==> src/rtl/rv_pkg.sv <==
// Shared definitions for the iterative RV32M/RV64M multiply/divide unit:
// operation and state encodings plus small decode helpers.
package rv_pkg;

  localparam int XLEN_DEFAULT = 32;

  // Operation select, encoded exactly as the instruction funct3 field.
  typedef enum logic [2:0] {
    OP_MUL    = 3'b000,
    OP_MULH   = 3'b001,
    OP_MULHSU = 3'b010,
    OP_MULHU  = 3'b011,
    OP_DIV    = 3'b100,
    OP_DIVU   = 3'b101,
    OP_REM    = 3'b110,
    OP_REMU   = 3'b111
  } muldiv_op_e;

  typedef enum logic [1:0] {
    ST_IDLE = 2'd0,
    ST_CALC = 2'd1,
    ST_FIX  = 2'd2,
    ST_DONE = 2'd3
  } muldiv_state_e;

  // rs1 is treated as signed for MULH, MULHSU, DIV and REM.
  function automatic logic op_a_signed(input muldiv_op_e op);
    return (op == OP_MULH) || (op == OP_MULHSU) || (op == OP_DIV) || (op == OP_REM);
  endfunction

  // rs2 is treated as signed for MULH, DIV and REM.
  function automatic logic op_b_signed(input muldiv_op_e op);
    return (op == OP_MULH) || (op == OP_DIV) || (op == OP_REM);
  endfunction

  function automatic logic op_is_div(input muldiv_op_e op);
    return (op == OP_DIV) || (op == OP_DIVU) || (op == OP_REM) || (op == OP_REMU);
  endfunction

  function automatic logic op_is_rem(input muldiv_op_e op);
    return (op == OP_REM) || (op == OP_REMU);
  endfunction

  function automatic logic op_is_signed_div(input muldiv_op_e op);
    return (op == OP_DIV) || (op == OP_REM);
  endfunction

endpackage

==> src/rtl/rv_muldiv.sv <==
// Iterative multiply/divide unit for the Execute stage.
// Multiplies with a radix-2 shift-add and divides with a restoring divider,
// both on operand magnitudes over exactly XLEN cycles, then fixes the sign in
// a single FIX cycle. Divide-by-zero and signed overflow are resolved at the
// accept edge without iterating.
//
// Handshake: a request is taken on a rising edge where start=1, flush=0 and
// the unit is IDLE. busy is high from the cycle after acceptance until the
// unit is IDLE again; done pulses for one cycle with result valid. start is
// ignored whenever the unit is not IDLE; flush returns the unit to IDLE at
// the next edge without a done pulse and without touching result.
module rv_muldiv
  import rv_pkg::*;
#(
  parameter int XLEN = XLEN_DEFAULT
) (
  input  logic            clk,
  input  logic            reset,
  input  logic            start,
  input  logic [2:0]      funct3,
  input  logic [XLEN-1:0] op_a,
  input  logic [XLEN-1:0] op_b,
  input  logic            flush,
  output logic            busy,
  output logic            done,
  output logic [XLEN-1:0] result,
  output muldiv_state_e   dbg_state
);

  localparam int CW = $clog2(XLEN) + 1;
  localparam logic [XLEN-1:0] MOST_NEG = {1'b1, {(XLEN-1){1'b0}}};
  localparam logic [CW-1:0]   LAST_ITER = CW'(XLEN - 1);

  // Architectural and datapath registers.
  muldiv_state_e      state_q;
  muldiv_op_e         op_q;
  logic               neg_res_q;   // product / quotient needs negating
  logic               neg_rem_q;   // remainder needs negating (dividend < 0)
  logic [XLEN-1:0]    b_q;         // multiplicand or divisor magnitude
  logic [2*XLEN-1:0]  acc_q;       // {hi, lo}: product, or {remainder, quotient}
  logic [CW-1:0]      cnt_q;
  logic               busy_q;
  logic               done_q;
  logic [XLEN-1:0]    result_q;

  // Request decode.
  muldiv_op_e         op_in;
  logic               neg_a_in;
  logic               neg_b_in;
  logic [XLEN-1:0]    mag_a_in;
  logic [XLEN-1:0]    mag_b_in;
  logic               div_zero;
  logic               div_ovf;
  logic [XLEN-1:0]    special_res;

  // Iteration datapath.
  logic [XLEN:0]      mul_sum;
  logic [2*XLEN-1:0]  mul_next;
  logic [2*XLEN:0]    div_shift;
  logic [XLEN:0]      div_trial;
  logic               div_ge;
  logic [XLEN-1:0]    div_rem_next;
  logic [2*XLEN-1:0]  div_next;
  logic [2*XLEN-1:0]  acc_step;

  // Sign fix-up datapath.
  logic [2*XLEN-1:0]  prod_fix;
  logic [XLEN-1:0]    quo_fix;
  logic [XLEN-1:0]    rem_fix;
  logic [XLEN-1:0]    fix_word;

  assign op_in = muldiv_op_e'(funct3);

  // Decode the incoming request into operand signs, magnitudes and special cases.
  always_comb begin
    neg_a_in = op_a_signed(op_in) & op_a[XLEN-1];
    neg_b_in = op_b_signed(op_in) & op_b[XLEN-1];
    mag_a_in = neg_a_in ? (~op_a + 1'b1) : op_a;
    mag_b_in = neg_b_in ? (~op_b + 1'b1) : op_b;
    div_zero = op_is_div(op_in) && (op_b == '0);
    div_ovf  = op_is_signed_div(op_in) && (op_a == MOST_NEG) && (op_b == '1);
    special_res = '1;
    if (div_zero) begin
      special_res = op_is_rem(op_in) ? op_a : '1;
    end else begin
      special_res = op_is_rem(op_in) ? '0 : op_a;
    end
  end

  // One iteration: shift-add for multiply, restoring trial subtract for divide.
  always_comb begin
    // Multiply: add the multiplicand into the high half when the current
    // multiplier bit (acc lsb) is set, then shift the whole accumulator right.
    mul_sum  = {1'b0, acc_q[2*XLEN-1:XLEN]} + (acc_q[0] ? {1'b0, b_q} : '0);
    mul_next = {mul_sum, acc_q[XLEN-1:1]};
    // Divide: shift {remainder, dividend} left; the top XLEN+1 bits form the
    // trial remainder, which can momentarily exceed XLEN bits.
    div_shift    = {acc_q, 1'b0};
    div_trial    = div_shift[2*XLEN:XLEN];
    div_ge       = (div_trial >= {1'b0, b_q});
    div_rem_next = div_ge ? XLEN'(div_trial - {1'b0, b_q}) : div_trial[XLEN-1:0];
    div_next     = {div_rem_next, div_shift[XLEN-1:1], div_ge};
    acc_step     = op_is_div(op_q) ? div_next : mul_next;
  end

  // Apply result signs and pick the architectural word.
  always_comb begin
    prod_fix = neg_res_q ? (~acc_q + 1'b1) : acc_q;
    quo_fix  = neg_res_q ? (~acc_q[XLEN-1:0] + 1'b1) : acc_q[XLEN-1:0];
    rem_fix  = neg_rem_q ? (~acc_q[2*XLEN-1:XLEN] + 1'b1) : acc_q[2*XLEN-1:XLEN];
    fix_word = '0;
    case (op_q)
      OP_MUL:                      fix_word = prod_fix[XLEN-1:0];
      OP_MULH, OP_MULHSU, OP_MULHU: fix_word = prod_fix[2*XLEN-1:XLEN];
      OP_DIV, OP_DIVU:             fix_word = quo_fix;
      OP_REM, OP_REMU:             fix_word = rem_fix;
      default:                     fix_word = '0;
    endcase
  end

  // Control FSM with registered busy/done/result.
  always_ff @(posedge clk or negedge reset) begin
    if (!reset) begin
      state_q   <= ST_IDLE;
      op_q      <= OP_MUL;
      neg_res_q <= 1'b0;
      neg_rem_q <= 1'b0;
      b_q       <= '0;
      acc_q     <= '0;
      cnt_q     <= '0;
      busy_q    <= 1'b0;
      done_q    <= 1'b0;
      result_q  <= '0;
    end else if (flush) begin
      state_q <= ST_IDLE;
      cnt_q   <= '0;
      busy_q  <= 1'b0;
      done_q  <= 1'b0;
    end else begin
      case (state_q)
        ST_IDLE: begin
          done_q <= 1'b0;
          if (start) begin
            op_q      <= op_in;
            neg_res_q <= neg_a_in ^ neg_b_in;
            neg_rem_q <= neg_a_in;
            cnt_q     <= '0;
            busy_q    <= 1'b1;
            if (div_zero || div_ovf) begin
              result_q <= special_res;
              done_q   <= 1'b1;
              state_q  <= ST_DONE;
            end else begin
              b_q     <= mag_b_in;
              acc_q   <= {{XLEN{1'b0}}, mag_a_in};
              state_q <= ST_CALC;
            end
          end
        end
        ST_CALC: begin
          acc_q <= acc_step;
          cnt_q <= cnt_q + 1'b1;
          if (cnt_q == LAST_ITER) begin
            state_q <= ST_FIX;
          end
        end
        ST_FIX: begin
          result_q <= fix_word;
          done_q   <= 1'b1;
          state_q  <= ST_DONE;
        end
        ST_DONE: begin
          done_q  <= 1'b0;
          busy_q  <= 1'b0;
          state_q <= ST_IDLE;
        end
        default: begin
          done_q  <= 1'b0;
          busy_q  <= 1'b0;
          state_q <= ST_IDLE;
        end
      endcase
    end
  end

  assign busy      = busy_q;
  assign done      = done_q;
  assign result    = result_q;
  assign dbg_state = state_q;

endmodule

==> config.mk <==
export PLATFORM = sky130hd
export DESIGN_NAME = rv_muldiv
export DESIGN_NICKNAME = d
export VERILOG_FILES = /design/src/rtl/rv_pkg.sv /design/src/rtl/rv_muldiv.sv
export SDC_FILE = /design/constraint.sdc
export NUM_CORES = 1
export LEC_CHECK = 0
export BUFFER_PORTS_ARGS = -buffer_cell sky130_fd_sc_hd__buf_2
export CAP_MARGIN = 20
export CORE_ASPECT_RATIO = 1.25
export CORE_MARGIN = 2
export CORE_UTILIZATION = 28
export CTS_CLUSTER_SIZE = 30
export DETAILED_ROUTE_END_ITERATION = 6
export PLACE_DENSITY = 0.47
export SETUP_SLACK_MARGIN = 0.05
export SKIP_CTS_REPAIR_TIMING = 1
export SYNTH_ARGS = -nofsm -noshare
export SYNTH_HDL_FRONTEND = slang
export SYNTH_SLANG_ARGS = --single-unit
==> constraint.sdc <==
create_clock -name clk -period 3.6 [get_ports clk]
set_clock_uncertainty 0.05 [all_clocks]
set_input_delay 0.18 -clock clk [delete_from_list [all_inputs] [get_ports clk]]
set_output_delay 0.18 -clock clk [all_outputs]
set_load 0.02 [all_outputs]
==> impl_metrics.tcl <==
set metrics [dict create \
    status "finished clean" \
    fin_cells 2769 \
    clock_path_buffers 2 \
    regToRegStartpoint "acc_q[41]" \
    cts_buffers 17 \
    track_usage_pct 22.1 \
    min-delay-start "op_b[13]" \
    rr_worst_depth 13 \
    cts_tree "yes" \
    synth_cells 1932 \
    htreeDepth 4 \
    io_pins 107 \
    setup_ws_ns 0.224 \
    vias 15200 \
    critPathBufInv 3 \
    vdd_drop_max_mv 0.314 \
    rsz0062_at_grt "yes" \
    antenna_found_initial 0 \
    cp_top_family "compound AO/OA/AOI/OAI gates" \
    layout_commonest_cell "o21ai_0" \
    holdCritPathClass "primary input to register" \
    synth-main-ff-cell "dfrtp_1" \
    period_share_pct 93.8 \
    first_iter_violations 1156 \
    path_max_fanout 18 \
    drc 0 \
    cp-start-kind "register" \
    yosys_warnings 0 \
    die_x_um 207 \
    synth_area_mm2 0.0145 \
    num_rows 93 \
    cts-root-buf "clkbuf_16" \
    async_reset_ff_share_pct 100 \
    finalHoldViolCount 0 \
    final_nets 2238 \
    clk_pin_slew_worst_paths_ns 0.07 \
    start_util_pct 28.2 \
    num_antenna_cells 0 \
    crit_end "acc_q[51]" \
    reg2reg_slack_ns 0.22 \
    gp_congestion 0.927 \
    max_cap_viol_count 0 \
    min_period_ns 3.38 \
    drive_gt1_share_pct 16.1 \
    wire_per_inst_um 21.6 \
    slowest_stage "dfrtp_1" \
    core_mm2 0.0513 \
    vias_per_cell 5.49 \
    cp-end-kind "register" \
    drv_slew 0 \
    cp.arrival_ns 3.66 \
    area_delta_synth_final_pct 19.4 \
    dp_slack_ns -0.245 \
    required_ns 3.88 \
    die_h_um 258 \
    first_pass_iters 5 \
    dieArea_mm2 0.0536 \
    synth_fp_nets 2079 \
    ant_nets 0 \
    grt_first_pass_wirelength_mm 91.8 \
    reg2reg_to "acc_q[51]" \
    synth_edf_count 0 \
    dp_hpwl_mm 47.5 \
    worst_pin_slew_ns 0.858 \
    synth.yosys.seq_area_share_pct 24.7 \
    grt_remaining_overflow 0 \
    cts_sinks 143 \
    ys_seq_elements 143 \
    grt_pass1_vias 15000 \
    crit_start "acc_q[41]" \
    power.density_mw_per_mm2 938 \
    ys_types 83 \
    timing.fmax_mhz 296 \
    dp.cells 2723 \
    worst-path-stages 13 \
    crit_path_max_incr_delay_ns 0.47 \
    slew-limit-headroom_pct 42.8 \
    wl_mm 59.8 \
    cp_cell_sequence "ha_1 -> a21oi_1 -> o21ai_0 -> a221o_1 -> a21oi_1 -> o211ai_1 -> buf_4 -> a21oi_4 -> buf_4 -> buf_4 -> nor2_1 -> a21oi_1 -> o221ai_1" \
    layout_common_cells "o21ai_0 (245), nand2_1 (219), nor2_1 (160)" \
    clk_latency_ns 0.47 \
    io_buffers 106 \
    avgSynthCellArea_um2 7.49 \
    grt_start_max_net_pins 64 \
    setup_viol_count_final 0 \
    power.leakage_nw 7.62 \
    path_class "register to register" \
]
tightest hold or removal path: stages:
cell and delay [ns]:
buf_2 0.11, xor2_1 0.07, nand2_1 0.06, o21ai_0 0.06
registers in the layout (all words and copies together), names as in the netlist:
register	cells
acc_q	64
b_q	32
result	32
cnt_q	6
op_q	3
dbg_state	2
busy	1
done	1
neg_rem_q	1
neg_res_q	1
layer usage:
metal	wire [um]	track usage [%]	vias to the layer above
li1	-	-	7324
met1	25900	27.5	7286
met2	29100	38.7	494
met3	2700	2.87	97
met4	2040	8.93	0
met5	0	0	-
worst min path at each step:
stage	slack (ns)	cells past startpoint	endpoint
after floorplan	-0.17	0	acc_q[0]
after global placement	0.15	1	acc_q[10]
after detailed placement	0.15	1	acc_q[14]
after CTS	-0.35	1	acc_q[14]
after global routing	0.03	4	b_q[16]
final	0.007	4	b_q[13]
where the power goes:
| group | switching, W | internal [W] |
|---|---|---|
| Combinational | 0.00703 | 0.00433 |
| Sequential | 0.000749 | 0.00227 |
| Clock | 0.000786 | 0.00105 |
| Total | 0.00856 | 0.00765 |
metrics by stage:
step	total power (W)	util (%)	setup TNS [ns]	instance area, um2	hold WS [ns]
floorplan	0.0101	-	0	14500	-0.166
global placement	0.0141	32.2	-1.12	16500	0.152
detailed placement	0.0141	32.2	-0.917	16500	0.150
CTS	0.0160	33.3	-1.07	17100	-0.352
global route	0.0175	33.7	0	17300	0.0256
finish	0.0162	33.7	0	17300	0.00727
cell usage after synthesis, types with 18 or more instances:
cell      number  area, um2
ha_1          74        926
nand4_1       27        169
mux2i_1       46        460
nor3_1        38        190
o31ai_1       29        218
dfrtp_1      143       3580
xor2_1        92        806
clkbuf_1      97        364
nor2_1       162        608
or4_1         18        135
xnor2_1       91        797
or3_1         24        150
a21oi_1      159        796
inv_1         64        240
nand2_1      219        822
a21o_1        34        255
a211oi_1      18        135
nand3_1       38        190
o21ai_0      247       1240
final cells by class:
cell class              count  area (um2)
fillers                  5518       34000
multi-input cells        1600       10200
flip-flops and latches    143        3580
repair buffers            265        1840
well taps                 665         832
clock buffers              21         460
inverters                  64         240
clock inverters            11         115
cells by family after synthesis:
group	synth area share, %
fa+ha+maj	6.67
xor+xnor	11.1
compound gates	27.8
simple gates	20.7
flops	24.7
buf+inv	5.36
mux	3.65
Power figures use the tool's default switching activity.
